--- src/rtl/pop_counter_bank.sv ---
// ---------------------------------------------------------------------------
// pop_counter_bank
//
// Bank of NUM_CH per-channel event counters. Each counter counts pop strobes
// of one downstream FIFO. When the datapath reports IDLE, a requester reads
// one count by index. The count comes back one cycle later with a valid
// strobe. A synchronous clear resets all counters and overflow flags.
// Each counter has a sticky overflow flag.
//
// Configuration macro:
//   POP_CNT_SAT_EN  undefined -> counters wrap modulo 2**CNT_W
//                   defined   -> counters saturate at 2**CNT_W-1
//   In both builds, ovf[i] is set on a pop taken at the maximum count.
//
// Ports:
//   clk       in   1        single clock, rising edge
//   reset_L   in   1        asynchronous active-low reset
//   IDLE      in   1        datapath idle; reads honoured only when 1
//   req       in   1        read request
//   idx       in   IDX_W    channel to read, sampled with req
//   clr       in   1        synchronous clear of all counters and ovf flags
//   pop       in   NUM_CH   per-channel pop strobe
//   valid     out  1        read response valid (one-cycle pulse)
//   data_out  out  CNT_W    returned count, 0 when valid=0
//   idx_err   out  1        one-cycle pulse: accepted req with idx >= NUM_CH
//   ovf       out  NUM_CH   sticky per-channel overflow flags
// ---------------------------------------------------------------------------
module pop_counter_bank #(
    parameter int NUM_CH = 5,
    parameter int CNT_W  = 5,
    parameter int IDX_W  = 3
) (
    input  logic              clk,
    input  logic              reset_L,
    input  logic              IDLE,
    input  logic              req,
    input  logic [IDX_W-1:0]  idx,
    input  logic              clr,
    input  logic [NUM_CH-1:0] pop,
    output logic              valid,
    output logic [CNT_W-1:0]  data_out,
    output logic              idx_err,
    output logic [NUM_CH-1:0] ovf
);

    typedef enum logic [1:0] {
        ST_INIT = 2'd0,
        ST_BUSY = 2'd1,
        ST_IDLE = 2'd2
    } state_t;

    localparam logic [CNT_W-1:0] CNT_MAX = {CNT_W{1'b1}};

    state_t             state_q, state_d;
    logic [CNT_W-1:0]   cnt_q [NUM_CH];
    logic [CNT_W-1:0]   cnt_d [NUM_CH];
    logic [NUM_CH-1:0]  ovf_q, ovf_d;
    logic               valid_q, valid_d;
    logic               idx_err_q, idx_err_d;
    logic [CNT_W-1:0]   data_q, data_d;

    logic               count_en_s;
    logic               accept_s;
    logic               idx_ok_s;
    logic [CNT_W-1:0]   rd_val_s;

    // Next-state logic: INIT leaves after one clock; BUSY/IDLE follow the IDLE input.
    always_comb begin
        state_d = state_q;
        case (state_q)
            ST_INIT: state_d = ST_BUSY;
            ST_BUSY: begin
                if (IDLE) state_d = ST_IDLE;
                else      state_d = ST_BUSY;
            end
            ST_IDLE: begin
                if (!IDLE) state_d = ST_BUSY;
                else       state_d = ST_IDLE;
            end
            default: state_d = ST_INIT;
        endcase
    end

    assign count_en_s = (state_q != ST_INIT);

    // Counter and overflow next-state; clr beats pop on the same edge.
    always_comb begin
        ovf_d = ovf_q;
        for (int i = 0; i < NUM_CH; i++) begin
            cnt_d[i] = cnt_q[i];
            if (clr) begin
                cnt_d[i] = {CNT_W{1'b0}};
                ovf_d[i] = 1'b0;
            end else if (count_en_s && pop[i]) begin
                if (cnt_q[i] == CNT_MAX) begin
                    ovf_d[i] = 1'b1;
`ifdef POP_CNT_SAT_EN
                    cnt_d[i] = cnt_q[i];
`else
                    cnt_d[i] = {CNT_W{1'b0}};
`endif
                end else begin
                    cnt_d[i] = cnt_q[i] + {{(CNT_W-1){1'b0}}, 1'b1};
                end
            end else begin
                cnt_d[i] = cnt_q[i];
            end
        end
    end

    // Read mux on pre-edge counter values, so a same-cycle pop or clr is not visible.
    always_comb begin
        rd_val_s = {CNT_W{1'b0}};
        for (int i = 0; i < NUM_CH; i++) begin
            if (idx == IDX_W'(i)) rd_val_s = cnt_q[i];
            else                  rd_val_s = rd_val_s;
        end
    end

    assign idx_ok_s = (32'(idx) < 32'(NUM_CH));
    assign accept_s = req && IDLE && (state_q == ST_IDLE);

    // Response next-state; data is forced to zero whenever valid is low.
    always_comb begin
        valid_d   = 1'b0;
        idx_err_d = 1'b0;
        data_d    = {CNT_W{1'b0}};
        if (accept_s) begin
            if (idx_ok_s) begin
                valid_d = 1'b1;
                data_d  = rd_val_s;
            end else begin
                idx_err_d = 1'b1;
            end
        end else begin
            valid_d = 1'b0;
        end
    end

    // State, counters, flags and response registers.
    always_ff @(posedge clk or negedge reset_L) begin
        if (!reset_L) begin
            state_q   <= ST_INIT;
            ovf_q     <= {NUM_CH{1'b0}};
            valid_q   <= 1'b0;
            idx_err_q <= 1'b0;
            data_q    <= {CNT_W{1'b0}};
            for (int i = 0; i < NUM_CH; i++) cnt_q[i] <= {CNT_W{1'b0}};
        end else begin
            state_q   <= state_d;
            ovf_q     <= ovf_d;
            valid_q   <= valid_d;
            idx_err_q <= idx_err_d;
            data_q    <= data_d;
            for (int i = 0; i < NUM_CH; i++) cnt_q[i] <= cnt_d[i];
        end
    end

    assign valid    = valid_q;
    assign data_out = data_q;
    assign idx_err  = idx_err_q;
    assign ovf      = ovf_q;

endmodule

--- config.mk ---
export PLATFORM = sky130hd
export DESIGN_NAME = pop_counter_bank
export DESIGN_NICKNAME = d
export VERILOG_FILES = /design/src/rtl/pop_counter_bank.sv
export SDC_FILE = /design/constraint.sdc
export NUM_CORES = 1
export LEC_CHECK = 0
export BUFFER_PORTS_ARGS = -buffer_cell sky130_fd_sc_hd__buf_4
export CORE_MARGIN = 8
export CORE_UTILIZATION = 52
export CTS_CLUSTER_DIAMETER = 120
export DETAILED_ROUTE_END_ITERATION = 12
export GPL_TIMING_DRIVEN = 0
export HOLD_SLACK_MARGIN = 0.08
export PLACE_DENSITY = 0.77
export SLEW_MARGIN = 20
export SYNTH_ARGS = -nofsm -noshare
export SYNTH_HDL_FRONTEND = slang
export SYNTH_SLANG_ARGS = --single-unit
--- constraint.sdc ---
create_clock -name clk -period 1.8 [get_ports clk]
set_input_delay 0.18 -clock clk [delete_from_list [all_inputs] [get_ports clk]]
set_output_delay 0.18 -clock clk [all_outputs]
set_load 0.005 [all_outputs]
==> flow_summary.yaml <==
setup_path:
  critPathArrivalTime_ns: 1.99
  slowest_stage: "or4b_1"
  crit_path_end_kind: "register"
  cp_max_fo: 6
  required_ns: 2.02
  critPathTopFamily: "simple AND/OR/NAND/NOR gates"
  crit_path_start_kind: "register"
  path_cells: "ha_2, and3_1, ha_4, or4b_1, a21oi_2"
  worst-setup-path-type: "register to register"
  cp_num_buf_inv: 0
  slowest_delay_ns: 0.52
synthesis:
  synth_area_leaders: "dfrtp_1 (47%), ha_1 (7.8%), a21oi_1 (5.3%)"
  synth_fp_nets: 224
  netlist_instances: 198
  synth_top_area_share_pct: 47.02
  yosysTopAreaCell: "dfrtp_1"
  yosysSeqAreaShare_pct: 47.02
  synth.most_common_cell: "dfrtp_1"
  async_reset_ff_share_pct: 100.0
  yosys_register_bits: 39
  synth_area_mm2: 0.002076
  syn_area_per_cell_um2: 10.48
  yosysWarnings: 0
  synth.distinct_cells: 26
  synth.top_cells.by_count: "dfrtp_1 (39), a21oi_1 (22), nor2_1 (21)"
  synth_edf_count: 0
  synth_ff_type: "dfrtp_1"
placed_design:
  place_hpwl_mm: 3.022
  pre_cts_ws_ns: -0.03457
  gp_congestion: 0.8169
  place_area_mm2: 0.002303
  place_inst: 270
  numPortBuffers: 22
global_route:
  met1_usage_pct: 18.56
  grt_max_degree: 40
  grt_antenna_before_repair: 0
  grt_busiest_layer: "met2"
  track_usage_pct: 15.26
  grt_pass1_wl_mm: 7.507
  overflow: 0
  met3_usage_pct: 4.176
  grt_use_met2_pct: 24.32
  grt_pass1_vias: 1635
clock_network:
  cts_tree: "built"
  cts.clk_slew.worst_paths_ns: 0.07
  clk_path_buf_depth: 2
  h-tree-depth: 2
  cts_root_buf: "clkbuf_8"
  cts-buffers-inserted: 5
  cts_sinks: 39
  insertion_delay_ns: 0.30
sta:
  setup_tns_ns: 0
  fin_ws_ns: 0.03299
  clock_skew_ns: 0.002810
  slew_viol_final: 0
  hold_viol: 0
  fin_crit_sh_pct: 98.17
  worstMarginPinSlew_ns: 0.5925
  clock.fmax_mhz: 565.9
  relSlewSlack_pct: 60.50
  period_needed_ns: 1.767
  finalSetupViolCount: 0
finish:
  num_antenna_cells: 0
  postLayoutCoreUtil_pct: 66.34
  drive_gt1_share_pct: 31.95
  seqCellArea_um2: 978.4
  final_nets: 266
  fillCellCount: 314
  fin_area_mm2: 0.002596
  fin_cells: 291
  multi_input_area_mm2: 0.001099
  syn2layout_area_growth_pct: 25.08
route:
  first_iter_violations: 98
  wl_per_cell_um: 15.59
  routed_wirelength_mm: 4.536
  vias_per_cell: 5.595
  drc: 0
  final_antenna_net_count: 0
  vias: 1628
  drt_pass1_iterations: 4
power:
  cellLeakagePower_nw: 1.206
  ir_worst_vdd_mv: 0.5105
  power.density_mw_per_mm2: 919.1
die:
  start_util_pct: 53.04
  fp.dieW_um: 79.18
  ios: 25
  rows: 23
  die_h_um: 79.18
  die_area_mm2: 0.006269
  core-area_mm2: 0.003914
min_path:
  min_path_type: "input port to register"
flow_run:
  cap_violations: 0
run_status:
  status: "completed"
worst paths after layout:
kind	from	end	slack, ns	cells after the start
min in group asynchronous	reset_L	cnt_q[2]	0.38	2
worst max register to register	cnt_q[21]	cnt_q[22]	0.03	5
worst max-delay path	cnt_q[21]	cnt_q[22]	0.03	5
worst min register to register	ovf[0]	ovf[0]	0.50	2
max in group asynchronous	reset_L	cnt_q[10]	1.04	2
worst min-delay path	IDLE	state_q[1]	0.12	2
power by group:
part	internal, W	switching, W
combinational	0.000366	0.000362
sequential	0.000952	0.0000561
clock	0.000349	0.000300
total	0.00167	0.000718
area by class of cell:
class / count / share of cell area (%)
Multi-Input combinational cell: 145 / 42.31
Sequential cell: 39 / 37.69
Timing Repair Buffer: 35 / 10.22
Clock buffer: 8 / 3.855
Buffer: 10 / 2.940
Tap cell: 50 / 2.410
Inverter: 4 / 0.5783
routing by layer:
metal | routed length (um) | up-vias
met4 | 45 | 0
li1 | - | 800
met3 | 291 | 5
met2 | 2251 | 43
met1 | 1947 | 780
met5 | 0 | -
metrics by stage:
step | hold WS, ns | power, W
floorplan | -0.1156 | 0.001470
finish | 0.1247 | 0.002386
detailed placement | 0.1765 | 0.001637
global placement | 0.1743 | 0.001621
global route | 0.1270 | 0.002526
CTS | 0.1178 | 0.002346
cell families (layout without fill, tap and decap cells):
| kind of cell | count (synthesis) | count (layout) | share of synthesized area [%] |
|---|---|---|---|
| multiplexers | 18 | 18 | 10.25 |
| AND/OR/NAND/NOR | 69 | 69 | 18.69 |
| flip-flops | 39 | 39 | 47.02 |
| adder cells (fa/ha/maj) | 13 | 13 | 7.836 |
| buffers and inverters | 14 | 57 | 4.399 |
| AO/OA/AOI/OAI | 45 | 45 | 11.81 |
flip-flops by register name (all words and copies together) (netlist names):
name,cells
cnt_q,25
data_out,5
ovf,5
state_q,2
idx_err,1
valid,1
cell usage in the layout (no fill, tap or decap), types with 5 or more instances in the layout:
cell      netlist  routed
a31oi_1        10      10
nand3_1         8       8
a21oi_1        22      18
nand2_1         8       8
mux2_2          6       6
nor2_1         21      21
buf_4           0      34
or4b_1          5       5
clkbuf_8        0       7
dfrtp_1        39      37
nand2b_1        7       7
mux2i_1        10      10
ha_2            0       5
buf_6           5       5
clkbuf_1        4       5
o21ai_0        10      10
repair_timing:
item / 4_1_cts / 5_1_grt
buffers inserted: 6 / 6
endpoints found under the hold margin: 39 / 0
pin swaps: 0 / 2
endpoints found under the setup margin: 10 / 13
hold buffers: 1 / 0
resized for setup: 5 / 17
(Power assumes the default switching activity.)
